===== src/rtl/inst_queue.sv =====
// -----------------------------------------------------------------------------
// inst_queue
//   Instruction queue between the fetch stage and decode. Fetch may push up to
//   two sequential instructions per cycle (PC and PC+4). Decode may consume up
//   to two instructions per cycle from the head. Entries are kept in a circular
//   buffer of {pc, inst} words addressed by write/read pointers that wrap
//   modulo DEPTH.
//
// Ports
//   clk          : clock; all state updates on its rising edge
//   resetn       : synchronous active-low reset (pointers and count only)
//   flush        : discard all queued entries (redirect/exception)
//   in_valid_1   : first fetched instruction valid
//   in_valid_2   : second fetched instruction valid (ignored without valid_1)
//   in_pc        : PC of the first fetched instruction
//   in_inst_1/2  : fetched instruction words
//   in_stall     : queue cannot take a two-instruction push this cycle
//   out_valid_1/2: head / head+1 entries valid
//   out_pc_1/2   : PC of head / head+1 entries
//   out_inst_1/2 : instruction of head / head+1 entries
//   out_ready_1/2: decode consumes head / head+1 (ready_2 ignored without 1)
//   count        : number of occupied entries
// -----------------------------------------------------------------------------
module inst_queue #(
    parameter int DEPTH = 8
) (
    input  logic                       clk,
    input  logic                       resetn,
    input  logic                       flush,
    input  logic                       in_valid_1,
    input  logic                       in_valid_2,
    input  logic [31:0]                in_pc,
    input  logic [31:0]                in_inst_1,
    input  logic [31:0]                in_inst_2,
    output logic                       in_stall,
    output logic                       out_valid_1,
    output logic                       out_valid_2,
    output logic [31:0]                out_pc_1,
    output logic [31:0]                out_inst_1,
    output logic [31:0]                out_pc_2,
    output logic [31:0]                out_inst_2,
    input  logic                       out_ready_1,
    input  logic                       out_ready_2,
    output logic [$clog2(DEPTH):0]     count
);

    localparam int AW = $clog2(DEPTH);
    localparam logic [AW:0] C_STALL_TH = (AW+1)'(DEPTH - 2);
    localparam logic [AW:0] C_ONE      = (AW+1)'(1);
    localparam logic [AW:0] C_TWO      = (AW+1)'(2);

    // Entry storage: {pc, inst}. Deliberately not reset.
    logic [63:0]   r_mem [DEPTH];

    logic [AW-1:0] r_wptr;
    logic [AW-1:0] r_rptr;
    logic [AW:0]   r_count;

    logic [AW-1:0] w_wptr_p1;
    logic [AW-1:0] w_rptr_p1;
    logic          w_push_ok;
    logic [1:0]    w_push_n;
    logic [1:0]    w_pop_n;
    logic          w_pop_1;
    logic          w_pop_2;
    logic [31:0]   w_pc_p4;

    assign w_wptr_p1 = r_wptr + AW'(1);
    assign w_rptr_p1 = r_rptr + AW'(1);
    assign w_pc_p4   = in_pc + 32'd4;

    // Stall depends on the registered count only, so there is no combinational
    // path from out_ready back to the fetch side. A stall also blocks single
    // pushes: with DEPTH-1 entries a single push would fit, but the upstream
    // cannot know how many of its two slots we would take.
    assign in_stall    = (r_count > C_STALL_TH);
    assign out_valid_1 = (r_count >= C_ONE);
    assign out_valid_2 = (r_count >= C_TWO);

    // Push: flush and stall drop the offered instructions; reset does as well
    // so the (unreset) storage is not written by a push that is being thrown
    // away anyway.
    assign w_push_ok = resetn && !flush && !in_stall && in_valid_1;
    assign w_push_n  = !w_push_ok ? 2'd0 : (in_valid_2 ? 2'd2 : 2'd1);

    // Pop: second slot only counts if the first is consumed too.
    assign w_pop_1 = out_ready_1 && out_valid_1;
    assign w_pop_2 = w_pop_1 && out_ready_2 && out_valid_2;
    assign w_pop_n = w_pop_2 ? 2'd2 : (w_pop_1 ? 2'd1 : 2'd0);

    // Read side is purely combinational from the head pointer; newly pushed
    // entries become visible only after the count register updates.
    assign out_pc_1   = r_mem[r_rptr][63:32];
    assign out_inst_1 = r_mem[r_rptr][31:0];
    assign out_pc_2   = r_mem[w_rptr_p1][63:32];
    assign out_inst_2 = r_mem[w_rptr_p1][31:0];

    assign count = r_count;

    // Storage write; the second instruction wraps to entry 0 naturally via
    // the modulo-DEPTH pointer increment.
    always_ff @(posedge clk) begin
        if (w_push_n != 2'd0) begin
            r_mem[r_wptr] <= {in_pc, in_inst_1};
        end
        if (w_push_n == 2'd2) begin
            r_mem[w_wptr_p1] <= {w_pc_p4, in_inst_2};
        end
    end

    // Pointers and occupancy. Flush wins over push and pop but leaves the
    // storage contents alone.
    always_ff @(posedge clk) begin
        if (!resetn) begin
            r_wptr  <= '0;
            r_rptr  <= '0;
            r_count <= '0;
        end else if (flush) begin
            r_wptr  <= '0;
            r_rptr  <= '0;
            r_count <= '0;
        end else begin
            r_wptr  <= r_wptr + AW'(w_push_n);
            r_rptr  <= r_rptr + AW'(w_pop_n);
            r_count <= r_count + (AW+1)'(w_push_n) - (AW+1)'(w_pop_n);
        end
    end

endmodule


===== config.mk =====
export PLATFORM = sky130hd
export DESIGN_NAME = inst_queue
export DESIGN_NICKNAME = d
export VERILOG_FILES = /design/src/rtl/inst_queue.sv
export SDC_FILE = /design/constraint.sdc
export NUM_CORES = 1
export LEC_CHECK = 0
export ABC_AREA = 0
export CAP_MARGIN = 20
export CORE_MARGIN = 2
export CORE_UTILIZATION = 59
export DETAILED_ROUTE_END_ITERATION = 10
export GPL_TIMING_DRIVEN = 0
export PLACE_DENSITY = 0.8
export SLEW_MARGIN = 20
export SYNTH_ARGS = -nofsm -noshare
export SYNTH_HDL_FRONTEND = slang
export SYNTH_SLANG_ARGS = --single-unit

===== constraint.sdc =====
create_clock -name clk -period 12.2 [get_ports clk]
set_input_delay 2.44 -clock clk [delete_from_list [all_inputs] [get_ports clk]]
set_output_delay 2.44 -clock clk [all_outputs]
set_load 0.03 [all_outputs]

==> impl_metrics.toml, run 1 <==
[min_path]
min-delay-start = "r_rptr[0]"
hp-class = "reg2reg"
hold_end = "r_rptr[0]"
min_path_cells = 2

[setup_path]
critPathTopFamily = "buffers and inverters"
worst-path-max-fanout = 10
cp_slowest_cell = "clkbuf_1"
crit_type = "reg2out"
cp_num_buf_inv = 5
worstSetupStartpointType = "flip-flop"
r2r_start = "r_wptr[1]"
critPathCaptureType = "output pin"
crit_arrival_ns = 4.49
cp.required_ns = 9.76
cpMostUsedCell = "clkbuf_1"
r2r_end = "r_mem[0][21]"
rrSetupSlack_ns = 8.19
r2r_cells = 9
path_cells = "clkbuf_1, buf_2, clkbuf_1, clkbuf_1, mux4_2, mux2_2, clkdlybuf4s50_1"
critical-path-max-stage-delay_ns = 0.79

[layout]
final_core_util_pct = 70.7
ff_latch_area_um2 = 15600
postLayoutCellArea_um2 = 36900
fillers = 3403
drive_above_1_share_pct = 35.5
nNetsFinal = 2424
layout.cells.non_filler = 3037
syn_to_final_growth_pct = 19.0
multi_input_area_um2 = 14600

[clock_tree]
clkTransAtPathRegs_ns = 0.06
cts_root_buf = "clkbuf_16"
h-tree-depth = 2
cts_tree = "yes"
worstSkewPairLatency_ns = 0.63
cts-resized-gates = 0
cts_sinks = 522
clk_path_buf_depth = 3
cts_buffers = 55
cts_setup_buffers = 0
cts_hold_buf = 0

[synth]
synth_largest_area_cell = "edfxtp_1"
yosys.area.top_type_share_pct = 49.5
synthTopCellsByCount = "edfxtp_1 (512), mux2_2 (374), mux4_2 (256)"
avgSynthCellArea_um2 = 15.7
synthArstFlopShare_pct = 0
ys_seq_area_share_pct = 50.2
synth-main-ff-cell = "edfxtp_1"
yosysMostFrequentCell = "edfxtp_1"
ys_seq_elements = 522
synth_area_um2 = 31000
synth_cells = 1978
ys_warn_count = 0
synthTopCellsByArea = "edfxtp_1 (50%), mux4_2 (19%), mux2_2 (14%), xor2_1 (6.3%), nor4_1 (2.3%)"
synth_nets = 2096
synth-edff-count = 512
synth_cell_types = 42

[global_route]
grt_pass1_wl_mm = 139
antenna_found_initial = 7
grt_overflow_total = 0
grt_max_degree = 17
grt.total_usage_pct = 35.5
grt_pass1_vias = 22000

[power]
p_int_mw = 3.60
power_density_nw_per_um2 = 139
comb_power_share_pct = 30.1
power.leakage_nw = 11.8
p_sw_share_pct = 30.0
p_switching_mw = 1.54
seqPwrFrac_pct = 39.2
clockPowerShare_pct = 30.7
power.total_mw = 5.14
irDropWorstVdd_uv = 98.2

[place]
dp_cells = 2936
gp_congestion = 0.927
dp_hpwl_mm = 64.0
placed_area_um2 = 35300
port_buffers = 227

[floorplanning]
die_area_um2 = 54400
coreArea_um2 = 52200
start_util_pct = 59.4
dieWidth_um = 233
die_h_um = 233
fp-row-count = 84
ios = 238

[timing]
rsz0062_at_grt = "false"
period_needed_ns = 6.93
fmax_ghz = 0.144
hold_viol = 0
holdWs_ns = 0.652
fin_skew_ns = 0.0303
finalCritPeriodShare_pct = 56.8
slew_violations = 0
finalSetupViolations = 0
worst_pin_slew_ns = 1.07
relSlewSlack_pct = 28.7

[status]
status = "completed"

[detailed_routing]
dr_total_vias = 21300
wl_mm = 95.4
first_pass_iters = 6
drc = 0
routed_via_density = 7.01
wire_per_inst_um = 31.4
first_iter_violations = 3138
ant_nets = 0

[run]
drv_cap = 0
tightest hold or removal path: cells and delay by family (launching register included):
family,cells,cell delay (ns)
adder cells (fa/ha/maj),1,0.14
flip-flops,1,0.38
AND/OR/NAND/NOR,1,0.10
routing by layer:
layer | GRT usage (%) | wire (µm) | part of all wire (%) | up-vias
met5 | 0 | 65 | 0.068 | -
met4 | 14.7 | 4280 | 4.5 | 10
met3 | 8.63 | 10900 | 11 | 320
met2 | 58.8 | 47000 | 49 | 1524
met1 | 44.8 | 33100 | 35 | 10800
li1 | - | - | - | 8670
cell type report:
type | instances | share of cell area (%)
sequential | 522 | 42.2
timing repair buffer | 271 | 8.87
inverter | 13 | 0.132
tap | 688 | 2.33
clock inverter | 27 | 0.410
multi-input combinational | 1245 | 39.5
buffer | 198 | 2.51
antenna | 2 | 0.0136
clock buffer | 71 | 4.01
power groups by stage:
stage	clock network, mW	registers, mW	logic (mW)
after global routing	1.64	2.02	1.63
after floorplan	0	2.06	1.00
final	1.58	2.02	1.55
after detailed placement	0	2.05	1.53
after global placement	0	2.06	1.50
after CTS	1.57	2.02	1.55
cell families after synthesis:
family | Yosys count | share of synthesized area (%)
buf+inv | 211 | 3.13
compound gates | 11 | 0.234
flops | 522 | 50.2
fa+ha+maj | 15 | 0.702
mux | 648 | 32.8
simple gates | 332 | 6.17
xor+xnor | 239 | 6.77
flip-flops by register name, indices dropped and copies added, names as in the netlist:
name / cells
r_rptr: 3
r_mem: 512
r_wptr: 3
count: 4
per-stage QoR:
step / worst slack (ns) / TNS (ns)
detailed placement: 5.93 / 0
finish: 5.27 / 0
global route: 5.14 / 0
global placement: -2.95 / -979.08
floorplan: 3.64 / 0
CTS: 5.26 / 0
cell usage in the layout (no fill, tap or decap), drive strengths merged, types with 2 or more instances in the layout:
cell	count
edfxtp	512
mux2	392
mux4	256
clkdlybuf4s50	227
xor2	223
clkbuf	185
buf	128
nor4	112
nor3	112
nand4	30
clkinv	26
xnor2	16
inv	11
nand2	11
and3	11
ha	11
nor2	11
and2	10
dfxtp	10
nand3	7
nand2b	7
and4	6
or2	6
o21ai	4
fa	4
nand4b	3
diode	2
o22ai	2
and3b	2
o32ai	2
clkinvlp	2
worst max-delay path by stage:
stage	start	slack [ns]	endpoint	cells past startpoint
2_1_floorplan	resetn	3.64	r_mem[4][0]	4
3_3_place_gp	resetn	-2.95	r_mem[4][39]	5
3_5_place_dp	r_rptr[1]	5.93	out_pc_2[11]	6
4_1_cts	r_rptr[0]	5.26	out_pc_2[2]	7
5_1_grt	r_rptr[0]	5.14	out_pc_2[2]	7
6_report	r_rptr[0]	5.27	out_pc_2[2]	7
Power figures use the tool's default switching activity.
==> run 2: changes to the inputs <==
==> constraint.sdc (replaced) <==
create_clock -name clk -period 7.1 [get_ports clk]
set_input_delay 1.42 -clock clk [delete_from_list [all_inputs] [get_ports clk]]
set_output_delay 1.42 -clock clk [all_outputs]
set_load 0.03 [all_outputs]
==> impl_metrics.toml, run 2 (synthesis gave the netlist of run 1 again) <==
[status]
status = "completed"

[layout]
layout.cells.non_filler = 3039
ff_latch_area_um2 = 15600
multi_input_area_um2 = 14600
nNetsFinal = 2423
mostFrequentLayoutCells = "edfxtp_1 (512), mux2_2 (374), mux4_2 (256)"
regMostFlops = "r_mem"
syn_to_final_growth_pct = 19.0
final_common_cell = "edfxtp_1"
largest_register_ffs = 512
fillers = 3471
drive_above_1_share_pct = 35.5

[timing]
rsz0062_at_grt = "false"
fmax_ghz = 0.170
setup_tns_ns = 0
period_needed_ns = 5.89
finalCritPeriodShare_pct = 83.0
finalSetupViolations = 0
slew_violations = 0
worst_pin_slew_ns = 1.10
fin_skew_ns = 0.0282
hold_viol = 0
relSlewSlack_pct = 26.5

[clock_tree]
cts_tree = "yes"
clk_path_buf_depth = 3
clkTransAtPathRegs_ns = 0.05
worstSkewPairLatency_ns = 0.63
cts_root_buf = "clkbuf_16"
h-tree-depth = 2
cts_sinks = 522
cts_buffers = 55
cts-resized-gates = 0
cts_hold_buf = 0
cts_setup_buffers = 0

[setup_path]
rrSetupSlack_ns = 2.99
r2r_end = "r_mem[4][50]"
critical-path-max-stage-delay_ns = 0.79
worstSetupStartpointType = "flip-flop"
critPathCaptureType = "output pin"
cp_slowest_cell = "clkbuf_1"
r2r_cells = 10
critPathTopFamily = "buffers and inverters"
cp.required_ns = 5.68
r2r_start = "r_wptr[1]"
crit_cells = 7
path_cells = "clkbuf_1, buf_2, clkbuf_1, clkbuf_1, mux4_2, mux2_2, clkdlybuf4s50_1"
cp_num_buf_inv = 5
crit_arrival_ns = 4.47
worst-path-max-fanout = 10
cpMostUsedCell = "clkbuf_1"
crit_type = "reg2out"

[min_path]
hold_end = "count[0]"
hp-class = "reg2reg"
min_path_cells = 2
min-delay-start = "count[0]"

[detailed_routing]
routed_via_density = 7.05
ant_nets = 0
dr_total_vias = 21400
first_pass_iters = 6
wire_per_inst_um = 31.1
first_iter_violations = 2865
drc = 0
wl_mm = 94.4

[global_route]
antenna_found_initial = 11
grt_pass1_vias = 21900
grt_pass1_wl_mm = 138
grt.total_usage_pct = 34.8
grt_max_degree = 18
grt_overflow_total = 0

[run]
drv_cap = 0

[floorplanning]
start_util_pct = 59.4
fp-row-count = 84
ios = 238
die_area_um2 = 54400
die_h_um = 233
dieWidth_um = 233
coreArea_um2 = 52200

[power]
power.total_mw = 8.86
irDropWorstVdd_uv = 201
power_density_nw_per_um2 = 240
power.leakage_nw = 11.8

[place]
port_buffers = 227
dp_cells = 2935
gp_congestion = 0.931
dp_hpwl_mm = 64.0
==> run 2: cell count changes in the layout (fill, tap and decap cells not counted), sizes merged, moves of 2 or more <==
| cell | change |
|---|---|
| bufinv | +2 |
| clkinv | -7 |
| clkinvlp | -2 |
| diode | +5 |
| inv | +4 |
==> run 2: layout make-up <==
type | instances | area share [%]
tap | 688 | 2.33
buffer | 198 | 2.51
antenna | 7 | 0.0474
inverter | 13 | 0.132
clock inverter | 24 | 0.539
sequential | 522 | 42.2
timing repair buffer | 270 | 8.79
clock buffer | 72 | 3.90
multi-input combinational | 1245 | 39.6
==> run 2: routing by layer <==
metal / vias up / global-route usage [%] / routed length (µm)
met5: - / 0 / 56
li1: 8682 / - / -
met4: 10 / 13.4 / 3730
met2: 1587 / 58.5 / 46600
met3: 303 / 7.62 / 10900
met1: 10800 / 44.5 / 33200
==> run 2: worst reg2reg max path: cells and delay by family (launching register included) <==
family,cells,cell delay [ns]
flip-flops,1,0.62
AND/OR/NAND/NOR,2,0.76
buffers and inverters,6,1.50
adder cells (fa/ha/maj),1,0.39
AO/OA/AOI/OAI,1,0.55
==> run 2: worst max-delay path by stage <==
stage	from	to	slack, ns
6_report	r_rptr[0]	out_pc_2[15]	1.21
5_1_grt	r_rptr[0]	out_pc_2[19]	1.13
4_1_cts	r_rptr[0]	out_pc_2[16]	1.23
3_5_place_dp	r_rptr[0]	out_pc_2[16]	1.89
3_3_place_gp	resetn	r_mem[7][22]	-6.44
2_1_floorplan	resetn	r_mem[5][0]	-0.13
==> run 2: power breakdown <==
part	switching (mW)	internal, mW	leakage (nW)
Clock	1.21	1.53	0.804
Sequential	0.0299	3.44	4.70
Combinational	1.40	1.26	6.29
==> run 2: per-stage QoR <==
stage,setup slack [ns],utilization (%),instance area (µm²),hold WS [ns]
2_1_floorplan,-0.131,-,31000,0.564
3_3_place_gp,-6.44,65.4,34200,0.636
3_5_place_dp,1.89,67.5,35200,0.648
4_1_cts,1.23,70.6,36900,0.669
5_1_grt,1.13,70.7,36900,0.690
6_report,1.21,70.7,36900,0.666
